--- src/rtl/traffic_light_ctrl.sv ---
// Two-street traffic light controller.
// Moore FSM that cycles A-green -> A-yellow -> B-green -> B-yellow. All
// timing is measured in upstream tick strobes. A green phase is held while
// cars wait on that street, and always lasts at least MIN_GREEN_TICKS.
// Each yellow phase lasts exactly YELLOW_TICKS.
module traffic_light_ctrl #(
  parameter int unsigned YELLOW_TICKS    = 5,
  parameter int unsigned MIN_GREEN_TICKS = 3
) (
  input  logic       clk,
  input  logic       reset,
  input  logic       tick,
  input  logic       ta,
  input  logic       tb,
  output logic [1:0] la,
  output logic [1:0] lb,
  output logic [1:0] state_o
);

  typedef enum logic [1:0] {
    S0 = 2'd0,  // A green,  B red
    S1 = 2'd1,  // A yellow, B red
    S2 = 2'd2,  // A red,    B green
    S3 = 2'd3   // A red,    B yellow
  } state_t;

  localparam logic [1:0] GREEN  = 2'b00;
  localparam logic [1:0] YELLOW = 2'b01;
  localparam logic [1:0] RED    = 2'b10;

  // Counter thresholds are precomputed at 8 bits so they compare cleanly
  // against the tick counter.
  localparam logic [7:0] GREEN_LAST  = 8'(MIN_GREEN_TICKS - 1);
  localparam logic [7:0] YELLOW_LAST = 8'(YELLOW_TICKS - 1);
  localparam logic [7:0] COUNT_MAX   = 8'hFF;

  state_t     state;
  state_t     next_state;
  logic [7:0] count;
  logic [7:0] next_count;
  logic       green_done;
  logic       yellow_done;
  logic [7:0] green_count;

  // A green phase may end only once its minimum length has been reached.
  // The counter saturates in green, so a long hold cannot wrap back below
  // the minimum.
  assign green_done  = (count >= GREEN_LAST);
  assign yellow_done = (count == YELLOW_LAST);
  assign green_count = (count == COUNT_MAX) ? count : count + 8'd1;

  // State and tick-counter registers, with synchronous reset to A-green.
  always_ff @(posedge clk) begin
    if (reset) begin
      state <= S0;
      count <= 8'd0;
    end else begin
      state <= next_state;
      count <= next_count;
    end
  end

  // Next-state logic. It only acts on tick cycles, so sensor activity
  // between ticks is ignored. Every transition restarts the phase counter.
  always_comb begin
    next_state = state;
    next_count = count;
    if (tick) begin
      case (state)
        S0: begin
          if (!ta && green_done) begin
            next_state = S1;
            next_count = 8'd0;
          end else begin
            next_count = green_count;
          end
        end
        S1: begin
          if (yellow_done) begin
            next_state = S2;
            next_count = 8'd0;
          end else begin
            next_count = count + 8'd1;
          end
        end
        S2: begin
          if (!tb && green_done) begin
            next_state = S3;
            next_count = 8'd0;
          end else begin
            next_count = green_count;
          end
        end
        S3: begin
          if (yellow_done) begin
            next_state = S0;
            next_count = 8'd0;
          end else begin
            next_count = count + 8'd1;
          end
        end
        default: begin
          next_state = S0;
          next_count = 8'd0;
        end
      endcase
    end
  end

  // Light decode depends only on the state register. No state shows a
  // non-red light on both streets.
  always_comb begin
    la = RED;
    lb = RED;
    case (state)
      S0: begin
        la = GREEN;
        lb = RED;
      end
      S1: begin
        la = YELLOW;
        lb = RED;
      end
      S2: begin
        la = RED;
        lb = GREEN;
      end
      S3: begin
        la = RED;
        lb = YELLOW;
      end
      default: begin
        la = RED;
        lb = RED;
      end
    endcase
  end

  assign state_o = state;

endmodule

--- config.mk ---
export PLATFORM = sky130hd
export DESIGN_NAME = traffic_light_ctrl
export DESIGN_NICKNAME = d
export VERILOG_FILES = /design/src/rtl/traffic_light_ctrl.sv
export SDC_FILE = /design/constraint.sdc
export NUM_CORES = 1
export LEC_CHECK = 0
export CORE_MARGIN = 3
export CORE_UTILIZATION = 40
export CTS_BUF_LIST = sky130_fd_sc_hd__clkbuf_8
export CTS_CLUSTER_SIZE = 25
export DETAILED_ROUTE_END_ITERATION = 10
export MAX_ROUTING_LAYER = met4
export PLACE_DENSITY_LB_ADDON = 0.12
export SETUP_SLACK_MARGIN = 0.3
export SYNTH_ARGS = -nofsm -noshare
export SYNTH_HDL_FRONTEND = slang
export SYNTH_SLANG_ARGS = --single-unit
export TNS_END_PERCENT = 50
--- constraint.sdc ---
create_clock -name clk -period 2.4 [get_ports clk]
set_input_delay 0.24 -clock clk [delete_from_list [all_inputs] [get_ports clk]]
set_output_delay 0.24 -clock clk [all_outputs]
set_load 0.1 [all_outputs]
==> results of run 1 <==
==> metal layers <==
metal / track usage (%) / wire [um] / share of wire, %
met1: 19.6 / 845 / 54
met3: 4.59 / 86 / 5.5
met5: - / 0 / 0
met4: 4.27 / 0 / 0
met2: 19.9 / 641 / 41
==> cells by family after synthesis <==
| logic type | Yosys count | synth area share (%) |
|---|---|---|
| AO/OA/AOI/OAI | 23 | 24.5 |
| multiplexers | 1 | 1.50 |
| flip-flops | 10 | 26.7 |
| AND/OR/NAND/NOR | 32 | 30.2 |
| adder cells (fa/ha/maj) | 8 | 13.4 |
| XOR/XNOR | 1 | 1.17 |
| buffers and inverters | 5 | 2.50 |
==> state kept, by name, summed over array words and instances, names as in the netlist <==
name,cells
state_o,2
count,8
==> synth_stat cells (2+ instances only) <==
cell / count
inv_1: 5
ha_1: 8
a211oi_2: 2
or4_4: 2
a31oi_1: 3
nor3_2: 2
nor2_1: 7
a21oi_1: 7
dfxtp_1: 10
a21o_1: 2
nand4_1: 2
and4_1: 2
nor3_1: 2
and3_1: 3
==> worst min path at each step <==
stage / startpoint / endpoint / slack, ns / cells past startpoint
finish: count[6]$_SDFFE_PP0P_ / count[6]$_SDFFE_PP0P_ / 0.55 / 1
floorplan: reset / state_o[1]$_SDFFE_PP0P_ / 0.30 / 1
global placement: count[6]$_SDFFE_PP0P_ / count[6]$_SDFFE_PP0P_ / 0.53 / 1
global route: count[6]$_SDFFE_PP0P_ / count[6]$_SDFFE_PP0P_ / 0.58 / 1
detailed placement: count[6]$_SDFFE_PP0P_ / count[6]$_SDFFE_PP0P_ / 0.54 / 1
CTS: count[6]$_SDFFE_PP0P_ / count[6]$_SDFFE_PP0P_ / 0.54 / 1
==> area by class of cell <==
class,count,area [sq um],share of cell area (%)
Clock inverter,1,3.75,0.390
Tap cell,25,31.3,3.25
Inverter,5,18.8,1.95
Multi-Input combinational cell,65,574,59.7
Timing Repair Buffer,10,85.1,8.84
Clock buffer,3,41.3,4.29
Sequential cell,10,208,21.6
==> metrics by stage <==
stage	setup slack, ns	area, sq um	total power [mW]
4_1_cts	0.426	958	0.506
3_5_place_dp	0.436	913	0.329
2_1_floorplan	0.377	797	0.300
5_1_grt	0.295	962	0.530
6_report	0.427	962	0.502
3_3_place_gp	0.494	913	0.328
==> power by group <==
part	total [mW]	switching [mW]	internal, mW
combinational	0.142	0.0899	0.0524
clock	0.174	0.0626	0.112
sequential	0.185	0.0115	0.173
==> worst max-delay path, stage by stage (launching register included) <==
cell and delay (ns):
dfxtp_1 0.37, inv_1 0.09, ha_1 0.19, or4_4 0.45
o22ai_4 0.24, nand3b_4 0.15, and4_4 0.21, a211oi_2 0.19
==> run metrics, run 1 <==
outcome completed; HPWL after DPL approximately 1200 um; # rows 15; CTS tree done; Slew @ Worst Pin 0.451 ns; post-CTS repair timing setup buffer count 0; reg2reg end count[6]$_SDFFE_PP0P_; Netlist cell types 37; WL/cell 13.2 um; CP Capture Type flip-flop; Max Slew Vio Count 0; Mapped Area 749 sq um; worst-case reg-to-reg path depth 7; Final GP Congestion approximately 0.75; share of the synthesized area in the top cell type about a quarter; Hold Crit Class reg2reg; Mapped Nets 93; main flop type after synthesis dfxtp_1; Final Hold Viols 0; final cell count without fillers 119; share of cells above drive strength 1 33.0%; Rel. slew slack between 60% and 70%; fin nets around 110; Worst-path clk slew 0.05 ns; last element of the critical path count[6]$_SDFFE_PP0P_; Clock Tree Root clkbuf_8; first-pass GRT wire length roughly 2700 um; Post-CTS Resized 0; worst skew pair latency 0.23 ns; Core Box Area 0.00175 sq mm; TNS Setup 0 ns; Reg-to-Reg Start count[0]$_SDFFE_PP0P_; die area between 0.002 and 0.0025 sq mm; Data required, critical path approximately 2.6 ns; Port Buffer Count 10; maxcap violations 0; initial DRC count 13; I/O pin count 11; Setup crit start count[0]$_SDFFE_PP0P_; vias in the first global route 584; Setup-failing EPs final 0; Total Wirelength 1570 um; CP startpoint kind flip-flop; CTS sink cnt 10; largest net degree at the start of global routing 10; most common cell after layout, fill and taps aside dfxtp_1; Tot GR Track Use 14.3%; PwrDens roughly 520 mW/mm^2; Static Leak approximately 0.36 nW; part of the Yosys area used for sequential elements 26.7%; # diodes 0; Die Ht just under 50 um; Area contributors post-synth dfxtp_1 (27%), ha_1 (13%), a21oi_1 (4.7%), nor2_1 (3.5%), a211oi_2 (3.3%); Synthesis Warnings 0; hold slack 0.550 ns; Worst EP arrival 2.13 ns; ANT nets after route 0; CTS Buf Count 3; kind of critical path reg2reg; Post-synth EDFFs 0; H-tree levels 1; post-layout util 55.1%; first drt pass iteration count 6; Worst Clk Skew 0.00328 ns; most frequent cells in the layout dfxtp_1 (8), a21oi_1 (6), ha_1 (6), buf_4 (6); clock buffer depth 2; Tcrit/Tclk final 82.2%; VDD IR max 0.000446 V; die width about 49 um; Async SR Flop Fraction 0%; layout filler cell count 164; CTS Hold Bufs 0; detailed-route via count 614; DR DRC count 0; fmax just over 500 MHz; instance count of the mapped netlist 80; clock period minus worst slack 1.97 ns; count of state elements after synthesis 10; Synth area leader dfxtp_1; initial core utilization 42.9%; global route total overflow 0; area grow syn2layout 28.4%; Post-Place Cells roughly 120; Avg Inst Size Synth 9.37 sq um; R2R Setup Slk 0.43 ns; antenna violations before repair 0; Via density 5.16; CP Max Fanout 7; RSZ-0062 raised after global routing yes
Power figures use the tool's default switching activity.
==> run 2, diff against run 1 <==
Clock period 2.4 ns to 1.8 ns, I/O delays scaled along.
==> run metrics, run 2 (synthesis gave the netlist of run 1 again) <==
outcome finished, violations left; failing checks negative setup slack; fmax 551 MHz; largest net degree at the start of global routing 8; design area 0.00114 sq mm; CTS Hold Bufs 0; Setup-failing EPs final 2; post-layout util 65.2%; fin nets 120; DR DRC count 0; kind of critical path reg2reg; Hold Crit Class reg2reg; share of cells above drive strength 1 50.0%; Static Leak 0.437 nW; layout filler cell count between 100 and 150; global route total overflow 0; Die Ht approximately 49 um; VDD IR max 0.000590 V; CTS Buf Count 3; WL/cell around 14 um; CP Max Fanout 6; Data required, critical path 1.97 ns; crit path cell chain inv_2, ha_2, or4_4, o22ai_4, nand3b_4, and4_4, a211oi_2; final cell count without fillers 131; CTS tree done; Tot GR Track Use 16.5%; CP Capture Type flip-flop; Tcrit/Tclk final 101%; die width about 49 um; Rel. slew slack approximately four fifths; Max Slew Vio Count 0; first-pass GRT wire length ~3000 um; Worst EP arrival 1.98 ns; pre-CTS setup slack -0.0283 ns; Final Hold Viols 0; Clock Tree Root clkbuf_8; slowest CP cell or4_4; dpl cell area 0.00107 sq mm; Slew @ Worst Pin around 0.30 ns; max FFs per register 8; die area 0.00243 sq mm; vias in the first global route 635; RSZ-0062 raised after global routing yes; detailed-route via count 721; worst skew pair latency 0.24 ns; most common cell after layout, fill and taps aside buf_4; CTS sink cnt 10; Worst-path clk slew ~0.05 ns; CP peak stage delay 0.43 ns; Port Buffer Count 10; clock buffer depth 2; PwrDens approximately 640 mW/mm^2; Worst Clk Skew 0.00208 ns; maxcap violations 0; first drt pass iteration count 4; HPWL after DPL 1360 um; initial DRC count 22; Tot Pwr slightly above 0.7 mW; # rows 15; CP startpoint kind flip-flop; Final GP Congestion 0.789; ANT nets after route 0; # diodes 0; most frequent cells in the layout buf_4 (14), dfxtp_1 (7), a21oi_1 (6), nor2_1 (5); clock period minus worst slack about 1.8 ns; Core Box Area 0.00175 sq mm; setup ws final -0.0161 ns; register with the most flip-flops count; Total Wirelength 1800 um; antenna violations before repair 0; Via density between 5 and 6; area grow syn2layout 51.8%; H-tree levels 1; Post-Place Cells between 100 and 150; initial core utilization 42.9%; I/O pin count 11
-- run 2: repair_timing --
item	4_1_cts	5_1_grt
cloned	0	0
setup endpoints to repair	11	11
pin swaps	5	4
resized for setup	1	3
setup buffers	1	0
-- run 2: area by class of cell --
cell class	instances	area (sq um)	share of cell area [%]
sequential	10	209	18.4
timing repair buffer	22	225	19.8
tap	25	31.3	2.75
inverter	5	18.8	1.65
clock buffer	3	41.3	3.63
multi-input combinational	65	608	53.5
clock inverter	1	3.75	0.330
-- run 2: metrics by stage --
| stage | TNS [ns] | hold WS, ns |
|---|---|---|
| 5_1_grt | -0.396 | 0.586 |
| 3_3_place_gp | -0.00373 | 0.558 |
| 3_5_place_dp | -0.0710 | 0.555 |
| 2_1_floorplan | -0.337 | 0.239 |
| 4_1_cts | 0 | 0.562 |
| 6_report | -0.0201 | 0.558 |
-- run 2: power by group --
part           switching, mW  total (mW)  internal, mW
combinational          0.138       0.244         0.106
sequential            0.0125       0.244         0.232
clock                 0.0890       0.238         0.149
-- run 2: critical path: cells and delay by family, from the launching register on --
| kind | cells | cell delay, ns |
|---|---|---|
| and+or+nand+nor | 3 | 0.79 |
| AOI/OAI and AO/OA | 2 | 0.43 |
| adders and majority gates | 1 | 0.16 |
| buffers and inverters | 1 | 0.04 |
| DFF | 1 | 0.33 |
-- run 2: worst paths after layout --
kind | from | to | slack [ns] | depth (start not counted)
setup / recovery | count[0]$_SDFFE_PP0P_ | count[6]$_SDFFE_PP0P_ | -0.02 | 7
hold / removal | count[6]$_SDFFE_PP0P_ | count[6]$_SDFFE_PP0P_ | 0.56 | 1
setup reg to reg | count[0]$_SDFFE_PP0P_ | count[6]$_SDFFE_PP0P_ | -0.02 | 7
hold reg to reg | count[6]$_SDFFE_PP0P_ | count[6]$_SDFFE_PP0P_ | 0.56 | 1
-- run 2: layer usage --
| metal | track usage (%) | routed length (um) | vias to the layer above |
|---|---|---|---|
| li1 | - | - | 360 |
| met1 | 22.0 | 871 | 326 |
| met2 | 23.2 | 776 | 29 |
| met3 | 5.20 | 123 | 6 |
| met4 | 5.69 | 29 | 0 |
| met5 | - | 0 | - |
